--- config.mk ---
export PLATFORM = sky130hd
export DESIGN_NAME = ahb3lite_interconnect_slave_arbiter
export DESIGN_NICKNAME = d
export VERILOG_FILES = /design/src/rtl/ahb3lite_interconnect_slave_arbiter.sv
export SDC_FILE = /design/constraint.sdc
export NUM_CORES = 1
export LEC_CHECK = 0
export BUFFER_PORTS_ARGS = -buffer_cell sky130_fd_sc_hd__clkbuf_2
export CORE_MARGIN = 1
export CORE_UTILIZATION = 31
export DETAILED_ROUTE_END_ITERATION = 16
export PLACE_DENSITY_LB_ADDON = 0.25
export RECOVER_POWER = 50
export SLEW_MARGIN = 10
export SYNTH_ARGS = -nofsm -noshare
export SYNTH_HDL_FRONTEND = slang
export SYNTH_SLANG_ARGS = --single-unit
--- constraint.sdc ---
create_clock -name HCLK -period 6.4 [get_ports HCLK]
set_input_delay 1.6 -clock HCLK [delete_from_list [all_inputs] [get_ports HCLK]]
set_output_delay 1.6 -clock HCLK [all_outputs]
set_load 0.1 [all_outputs]
--- src/rtl/ahb3lite_interconnect_slave_arbiter.sv ---
// ---------------------------------------------------------------------------
// ahb3lite_interconnect_slave_arbiter
//
// Per-slave-port arbiter of the AHB3-Lite multi-layer switch. It decides
// which master port owns the slave's address phase. The highest priority
// wins. Equal priorities are served round-robin, starting after the last
// winner. Ownership is held across bursts (can_switch) and across locked
// sequences (HMASTLOCK). The data-phase owner is tracked separately so that
// the HRDATA/HREADY/HRESP return mux stays steered through wait states.
//
// Ports:
//   HCLK            switch clock; all state changes on the rising edge
//   HRESETn         asynchronous active-low reset
//   mst_req         per-master request (HSEL for this slave and HTRANS != IDLE)
//   mst_priority    3-bit priority per master, master m at [3m+2:3m], 7 highest
//   mst_can_switch  per-master: last beat of a burst, or a single/IDLE transfer
//   mst_HMASTLOCK   per-master locked-transfer indication
//   slv_HREADY      combined slave HREADY; the address phase advances when 1
//   granted_master  one-hot address-phase owner (all zero = no owner)
//   granted_id      encoded granted_master (0 when there is no owner)
//   data_master     one-hot data-phase owner
//   data_valid      a data phase is in progress
// ---------------------------------------------------------------------------
module ahb3lite_interconnect_slave_arbiter #(
    parameter int MASTERS = 3,
    parameter int MIDX    = $clog2(MASTERS)
) (
    input  logic                   HCLK,
    input  logic                   HRESETn,
    input  logic [MASTERS-1:0]     mst_req,
    input  logic [3*MASTERS-1:0]   mst_priority,
    input  logic [MASTERS-1:0]     mst_can_switch,
    input  logic [MASTERS-1:0]     mst_HMASTLOCK,
    input  logic                   slv_HREADY,
    output logic [MASTERS-1:0]     granted_master,
    output logic [MIDX-1:0]        granted_id,
    output logic [MASTERS-1:0]     data_master,
    output logic                   data_valid
);

    typedef enum logic [1:0] {
        ST_IDLE   = 2'd0,
        ST_OWNED  = 2'd1,
        ST_LOCKED = 2'd2
    } state_t;

    state_t               state_q,  state_d;
    logic [MASTERS-1:0]   grant_q,  grant_d;
    logic [MIDX-1:0]      gid_q,    gid_d;
    logic [MIDX-1:0]      rr_q,     rr_d;
    logic [MASTERS-1:0]   dmaster_q;
    logic                 dvalid_q;

    logic [2:0]           pri [MASTERS];
    logic [2:0]           max_pri;
    logic [MASTERS-1:0]   elig;
    logic [MIDX-1:0]      win_hi;
    logic [MIDX-1:0]      win_lo;
    logic                 hi_found;
    logic [MIDX-1:0]      winner;
    logic [MASTERS-1:0]   win_onehot;
    logic                 any_req;
    logic                 arb;
    logic [MASTERS-1:0]   data_next;

    // Unpack the per-master priority fields.
    genvar gi;
    generate
        for (gi = 0; gi < MASTERS; gi++) begin : g_pri
            assign pri[gi]  = mst_priority[3*gi +: 3];
            assign elig[gi] = mst_req[gi] && (pri[gi] == max_pri);
        end
    endgenerate

    assign any_req = |mst_req;

    // Highest priority among the current requesters.
    always_comb begin
        max_pri = 3'd0;
        for (int m = 0; m < MASTERS; m++) begin
            if (mst_req[m] && (pri[m] > max_pri)) begin
                max_pri = pri[m];
            end
        end
    end

    // Round-robin pick among the top-priority requesters: the lowest index
    // above rr_q wins; if none exists, wrap and take the lowest index overall.
    // The descending scan leaves the lowest matching index in each candidate.
    always_comb begin
        win_hi   = '0;
        win_lo   = '0;
        hi_found = 1'b0;
        for (int m = MASTERS - 1; m >= 0; m--) begin
            if (elig[m]) begin
                if (m > int'(rr_q)) begin
                    win_hi   = MIDX'(m);
                    hi_found = 1'b1;
                end else begin
                    win_lo = MIDX'(m);
                end
            end
        end
        winner = hi_found ? win_hi : win_lo;
    end

    assign win_onehot = {{(MASTERS-1){1'b0}}, 1'b1} << winner;

    // Arbitration opportunity: only while the address phase can advance, and
    // only when the current owner is free to be switched away.
    always_comb begin
        arb = 1'b0;
        if (slv_HREADY) begin
            case (state_q)
                ST_IDLE:   arb = 1'b1;
                ST_OWNED:  arb = mst_can_switch[gid_q] || !mst_req[gid_q];
                ST_LOCKED: arb = !mst_HMASTLOCK[gid_q] || !mst_req[gid_q];
                default:   arb = 1'b1;
            endcase
        end
    end

    // Next-state and grant update.
    always_comb begin
        state_d = state_q;
        grant_d = grant_q;
        gid_d   = gid_q;
        rr_d    = rr_q;
        if (arb) begin
            if (any_req) begin
                grant_d = win_onehot;
                gid_d   = winner;
                rr_d    = winner;
                state_d = mst_HMASTLOCK[winner] ? ST_LOCKED : ST_OWNED;
            end else begin
                grant_d = '0;
                gid_d   = '0;
                state_d = ST_IDLE;
            end
        end
    end

    // The data phase belongs to whoever owned the address phase on the edge
    // it advanced, provided that master was actually issuing a transfer.
    assign data_next = grant_q & mst_req;

    always_ff @(posedge HCLK or negedge HRESETn) begin
        if (!HRESETn) begin
            state_q   <= ST_IDLE;
            grant_q   <= '0;
            gid_q     <= '0;
            rr_q      <= MIDX'(MASTERS - 1);
            dmaster_q <= '0;
            dvalid_q  <= 1'b0;
        end else begin
            state_q <= state_d;
            grant_q <= grant_d;
            gid_q   <= gid_d;
            rr_q    <= rr_d;
            if (slv_HREADY) begin
                dmaster_q <= data_next;
                dvalid_q  <= |data_next;
            end
        end
    end

    assign granted_master = grant_q;
    assign granted_id     = gid_q;
    assign data_master    = dmaster_q;
    assign data_valid     = dvalid_q;

endmodule

### Word level (Yosys, flattened, before mapping)

Index checks and enable logic that the tools add are counted.

| storage, ports and cells | value |
|---|---|
| flip-flop bits (word level) | 13 |
| input port bits | 21 |
| output and inout bits | 9 |

| cells by class | value |
|---|---|
| magnitude comparators | 7 |
| eq/ne operators | 5 |
| shift operators | 1 |
| mux-type cells | 31 |
| bitwise gates (word level) | 1 |
| reduce and logical (&&, ||, !) cells | 13 |

Operator list:

| operator | number |
|---|---|
| $mux 2 | 13 |
| $mux 3 | 4 |
| $eq 3x3->1 | 3 |
| $mux 1 | 9 |
| $bmux 1 s2 | 4 |
| $gt 3x3->1 | 2 |
| $logic_and 1x1->1 | 6 |
| $lt 2x3->1 const B | 2 |
| $reduce_or 3->1 | 2 |
| $and 3x3->3 | 1 |
| $gt 3x1->1 const B | 1 |
| $shl 1x2->3 const A | 1 |
| $eq 2x1->1 const B | 1 |
| $eq 2x2->1 const B | 1 |
| $gt 1x2->1 const A | 1 |
| $gt 2x2->1 const A | 1 |
| $logic_not 1->1 | 2 |
| $logic_or 1x1->1 | 2 |
| $pmux 1 s2 | 1 |
| $reduce_and 2->1 | 1 |

### Depth between registers and ports, before layout

| logic depth | value |
|---|---|
| depth in word-level cells | 20 |
| depth in mapped cells | 15 |
| gate-level depth less buffers | 15 |

### Worst setup path after synthesis

Ideal clock, no wire load.

| timing | value |
|---|---|
| path type | input -> register |
| start point | input mst_priority[2] |
| end point | register state_q[0] |
| library setup time | 0.086 ns |
| data arrival time | 4.990 ns |
| data required time | 6.314 ns |
| setup slack | 1.324 ns |
| cell stages on the path | 15 |
| path buffers | 0 |
| cells stage by stage | nand2_1 -> ha_1 -> and3b_4 -> o211ai_4 -> mux2_4 -> ha_1 -> nor2b_1 -> nor3_1 -> nor3_1 -> o32a_1 -> nor4_4 -> a21oi_2 -> o2111ai_2 -> mux2_4 -> o221ai_2 |

| on the way | value |
|---|---|
| longest elaborated chain between the ends | 20 |

RTL lines:

| element | RTL line | RTL |
|---|---|---|
| from (decl) | 31 | `input logic [3*MASTERS-1:0] mst_priority,` |
| $gt 3x1->1 | 81 | `if (mst_req[m] && (pri[m] > max_pri)) begin` |
| $logic_and 1x1->1 | 81 |  |
| $mux 3 | 81 |  |
| $gt 3x3->1 | 81 |  |
| $logic_and 1x1->1 | 81 |  |
| $mux 3 | 81 |  |
| $gt 3x3->1 | 81 |  |
| $logic_and 1x1->1 | 81 |  |
| (+3 left out) | - |  |
| $mux 2 | 95 | `if (elig[m]) begin` |
| $mux 2 | 96 | `if (m > int'(rr_q)) begin` |
| $mux 2 (2 in series) | 95 |  |
| $mux 2 * | 104 | `winner = hi_found ? win_hi : win_lo;` |
| $bmux 1 s2 * | 134 | `state_d = mst_HMASTLOCK[winner] ? ST_LOCKED : ST_OWNED;` |
| $mux 1 (implied by the code) * | 134 |  |
| $mux 2 * | 134 |  |
| $mux 2 * | 130 | `if (any_req) begin` |
| to (signal assigned) | 156 | `state_q <= state_d;` |
| to (decl) | 47 | `state_t state_q, state_d;` |

Mark *: on every way between the ends. The rest lies on a longest branch, timed or not. The select of a mux whose other input is x is not followed.
A chain may end at the register's enable or synchronous reset.

### Worst setup path in the final report

| timing | value |
|---|---|
| start point | input mst_req[0] |
| end point | register state_q[0] |

| on the way | value |
|---|---|
| longest elaborated chain between the ends | 19 |

RTL lines:

| element | RTL line | RTL |
|---|---|---|
| from (decl) | 30 | `input logic [MASTERS-1:0] mst_req,` |
| $logic_and 1x1->1 | 81 |  |
| $mux 3 | 81 |  |
| $gt 3x3->1 | 81 |  |
| $logic_and 1x1->1 | 81 |  |
| $mux 3 | 81 |  |
| $gt 3x3->1 | 81 |  |
| $logic_and 1x1->1 | 81 |  |
| $mux 3 | 81 |  |
| (+2 left out) | - |  |
| $mux 2 | 95 |  |
| $mux 2 | 96 |  |
| $mux 2 (2 in series) | 95 |  |
| $mux 2 | 104 |  |
| $bmux 1 s2 | 134 |  |
| $mux 1 (implied by the code) | 134 |  |
| $mux 2 | 134 |  |
| $mux 2 | 130 |  |

Several ways; a longest one is shown, not always the timed one. The select of a mux whose other input is x is not followed.

==> run_results.csv <==
group,metric,value,unit
timing,slew_viol_final,0,
drt,wirelength,2731,µm
clocking,insertion_delay,0.27,ns
grt,overflow,0,
clocking,clockBufferDepth,2,
drt,drc,0,
clocking,cts.reportedPaths.clkPinSlew,0.08,ns
floorplanning,io_pins,30,
placement,gp_congestion,0.8341,
timing,period_share,0.8482,
synth,synth-seq-cells,13,
timing,finalSetupViolations,0,
floorplanning,initial_core_util,0.3333,
floorplanning,die_x,62.61,µm
drt,vias,1065,
power,ir_drop,0.2504,mV
cells_and_area,final_area,0.001360,mm²
worst_setup_path,arrival,5.62,ns
worst_setup_path,cp-end-kind,"flip-flop",
cells_and_area,final_nets,188,
clocking,cts_tree,"yes",
timing,rsz0062_at_grt,"false",
grt,antenna_found_initial,0,
clocking,cts_resized,0,
floorplanning,die_y,62.61,µm
floorplanning,rows,21,
grt,grt_busiest_layer,"met2",
drt,postRouteAntennaNets,0,
worst_setup_path,cp.required,6.59,ns
timing,fmax,0.1842,GHz
cells_and_area,regArea,326.6,µm²
run,maxCapViolations,0,
synth,yosysSeqAreaShare,0.2868,
grt,use_met1,0.1834,
clocking,post_cts_buffers,0,
cells_and_area,diodes,0,
synth,synthDistinctLibCells,44,
synth,yosys_warnings,0,
grt,globalRouteTotalUtil,0.1452,
worst_setup_path,cp-start-kind,"input port",
placement,port_buffers,29,
drt,drt_iter0_markers,38,
synth,synth_edf_count,0,
cells_and_area,drive_above_1_share,0.2767,
power,p_per_area,295.6,mW/mm²
cells_and_area,multiInputGateArea,752.0,µm²
grt,grt_max_degree,14,
cells_and_area,area_growth,19.45,%
timing,finalSetupTns,0,ns
hold_path,hold_path.class,"flip-flop to flip-flop",
timing,slew_headroom,0.5351,
grt,grt_pass1_wl,4664,µm
timing,hold_viol_final,0,
floorplanning,core,0.003416,mm²
clocking,cts_root_buf,"clkbuf_4",
placement,hpwl,2275,µm
synth,synth_cells,127,
power,static-leakage-power,0.0006823,µW
floorplanning,fp.dieArea,0.003919,mm²
grt,grt_pass1_vias,1068,
worst_setup_path,cp_max_fo,8,
drt,vias_per_cell,5.195,
timing,period_needed,5.429,ns
cells_and_area,fillCellCount,366,
synth,syn_avg_cell_area,8.965,µm²
placement,placed_area,0.001338,mm²
drt,wire_per_inst,13.32,µm
grt,globalRouteMet3Util,0.01277,
synth,ys_async_sr_fraction,1.000,
clocking,cts_buffers,3,
clocking,cts_hold_buf,0,
synth,synthFlopType,"dfrtp_1",
synth,synth_nets,155,
clocking,cts_sinks,13,
clocking,h-tree-depth,1,
timing,finalClockSkew,0.003789,ns
synth,syn_area,0.001139,mm²
grt,grt_use_met2,0.2677,
drt,first_pass_iters,4,
status,outcome,"finished, final reports clean",
timing,worst_pin_slew,0.6973,ns
worst_setup_path,critPathKind,"input port to flip-flop",
==> stage by stage <==
step	hold slack, ns	total power (µW)	util	instances	worst slack [ns]
floorplan	0.4536	305.8	-	127	1.324
global placement	0.4719	352.8	0.3916	201	0.9407
detailed placement	0.4711	355.1	0.3916	201	0.8212
CTS	0.4828	405.4	0.3993	205	1.099
global route	0.4969	426.7	0.3982	205	0.6914
finish	0.4819	402.0	0.3982	205	0.9712
==> worst paths after layout <==
kind	start	end	slack, ns	cells after the start
setup / recovery	mst_req[0]	state_q[0]	0.97	16
hold / removal	rr_q[1]	rr_q[1]	0.48	2
setup reg to reg	state_q[0]	state_q[1]	3.99	9
hold reg to reg	rr_q[1]	rr_q[1]	0.48	2
max in group asynchronous	HRESETn	data_master[0]	4.61	1
min in group asynchronous	HRESETn	state_q[0]	1.34	1
==> cell families after synthesis <==
kind of cell / share of synthesized area
muxes: 0.09671
adders and majority gates: 0.07692
DFF: 0.2868
buffers and inverters: 0.05274
AOI/OAI and AO/OA: 0.2461
xor gates and xnor gates: 0.05385
and+or+nand+nor: 0.1868
==> layout by cell type (no fill, tap or decap), types with 2 or more instances in the layout <==
| cell | netlist | layout |
|---|---|---|
| nor2b_1 | 2 | 2 |
| mux2_4 | 4 | 4 |
| inv_1 | 15 | 15 |
| dfrtp_1 | 12 | 12 |
| o21ai_1 | 3 | 3 |
| a211oi_1 | 2 | 2 |
| o32a_1 | 2 | 2 |
| mux2i_1 | 5 | 5 |
| ha_1 | 7 | 7 |
| clkbuf_2 | 0 | 26 |
| a21oi_1 | 5 | 5 |
| xnor2_1 | 5 | 5 |
| a21o_1 | 3 | 3 |
| nand3_1 | 6 | 6 |
| nor3_1 | 5 | 5 |
| o31ai_1 | 2 | 2 |
| xor2_1 | 2 | 2 |
| clkbuf_1 | 1 | 4 |
| nor2_1 | 4 | 4 |
| nand2_1 | 15 | 15 |
| o21ai_0 | 3 | 3 |
| clkbuf_4 | 0 | 3 |
==> routing by layer <==
metal / wire length (µm) / up-vias
li1: - / 529
met1: 1279 / 518
met2: 1360 / 16
met3: 75 / 2
met4: 16 / 0
met5: 0 / -
==> flip-flops by register name, summed over array words and instances, names as in the netlist <==
| name | count |
|---|---|
| data_valid | 1 |
| granted_id | 2 |
| rr_q | 2 |
| data_master | 3 |
| granted_master | 3 |
| state_q | 2 |
==> cells in the mapped netlist (all sizes together), types with 4 or more instances <==
cell type,count,area [µm²]
nor3,5,25.02
nand3,6,30.03
nand2,15,56.30
mux2,4,60.06
inv,15,56.30
xnor2,5,43.79
a21oi,6,33.78
a21o,4,31.28
ha,7,87.58
nor2,4,15.01
mux2i,5,50.05
o21ai,6,30.02
dfrtp,12,300.3
==> final cells by class <==
cell class,count,share of cell area
Inverter,15,0.04140
Clock buffer,4,0.01932
Sequential cell,13,0.2401
Tap cell,46,0.04232
Timing Repair Buffer,29,0.1040
Multi-Input combinational cell,98,0.5529
==> power by group <==
part / total (µW) / leakage [µW] / internal (µW) / switching [µW]
combinational: 231 / 0.000500 / 65.7 / 166
sequential: 122 / 0.000167 / 103 / 18.2
clock: 49.2 / 0.0000150 / 24.1 / 25.1
total: 402 / 0.000682 / 193 / 209
==> critical path, cell delays in order <==
cell,delay (ns)
clkbuf_1,0.26
nand2_1,0.13
ha_1,0.33
and3b_4,0.21
o211ai_4,0.28
mux2_4,0.36
ha_1,0.29
nor2b_1,0.14
nor3_1,0.40
nor3_1,0.10
o32a_1,0.34
nor4_4,0.31
a21oi_2,0.06
o2111ai_2,0.27
mux2_4,0.34
o221ai_2,0.18
No activity file was read; power rests on OpenSTA's default activity.
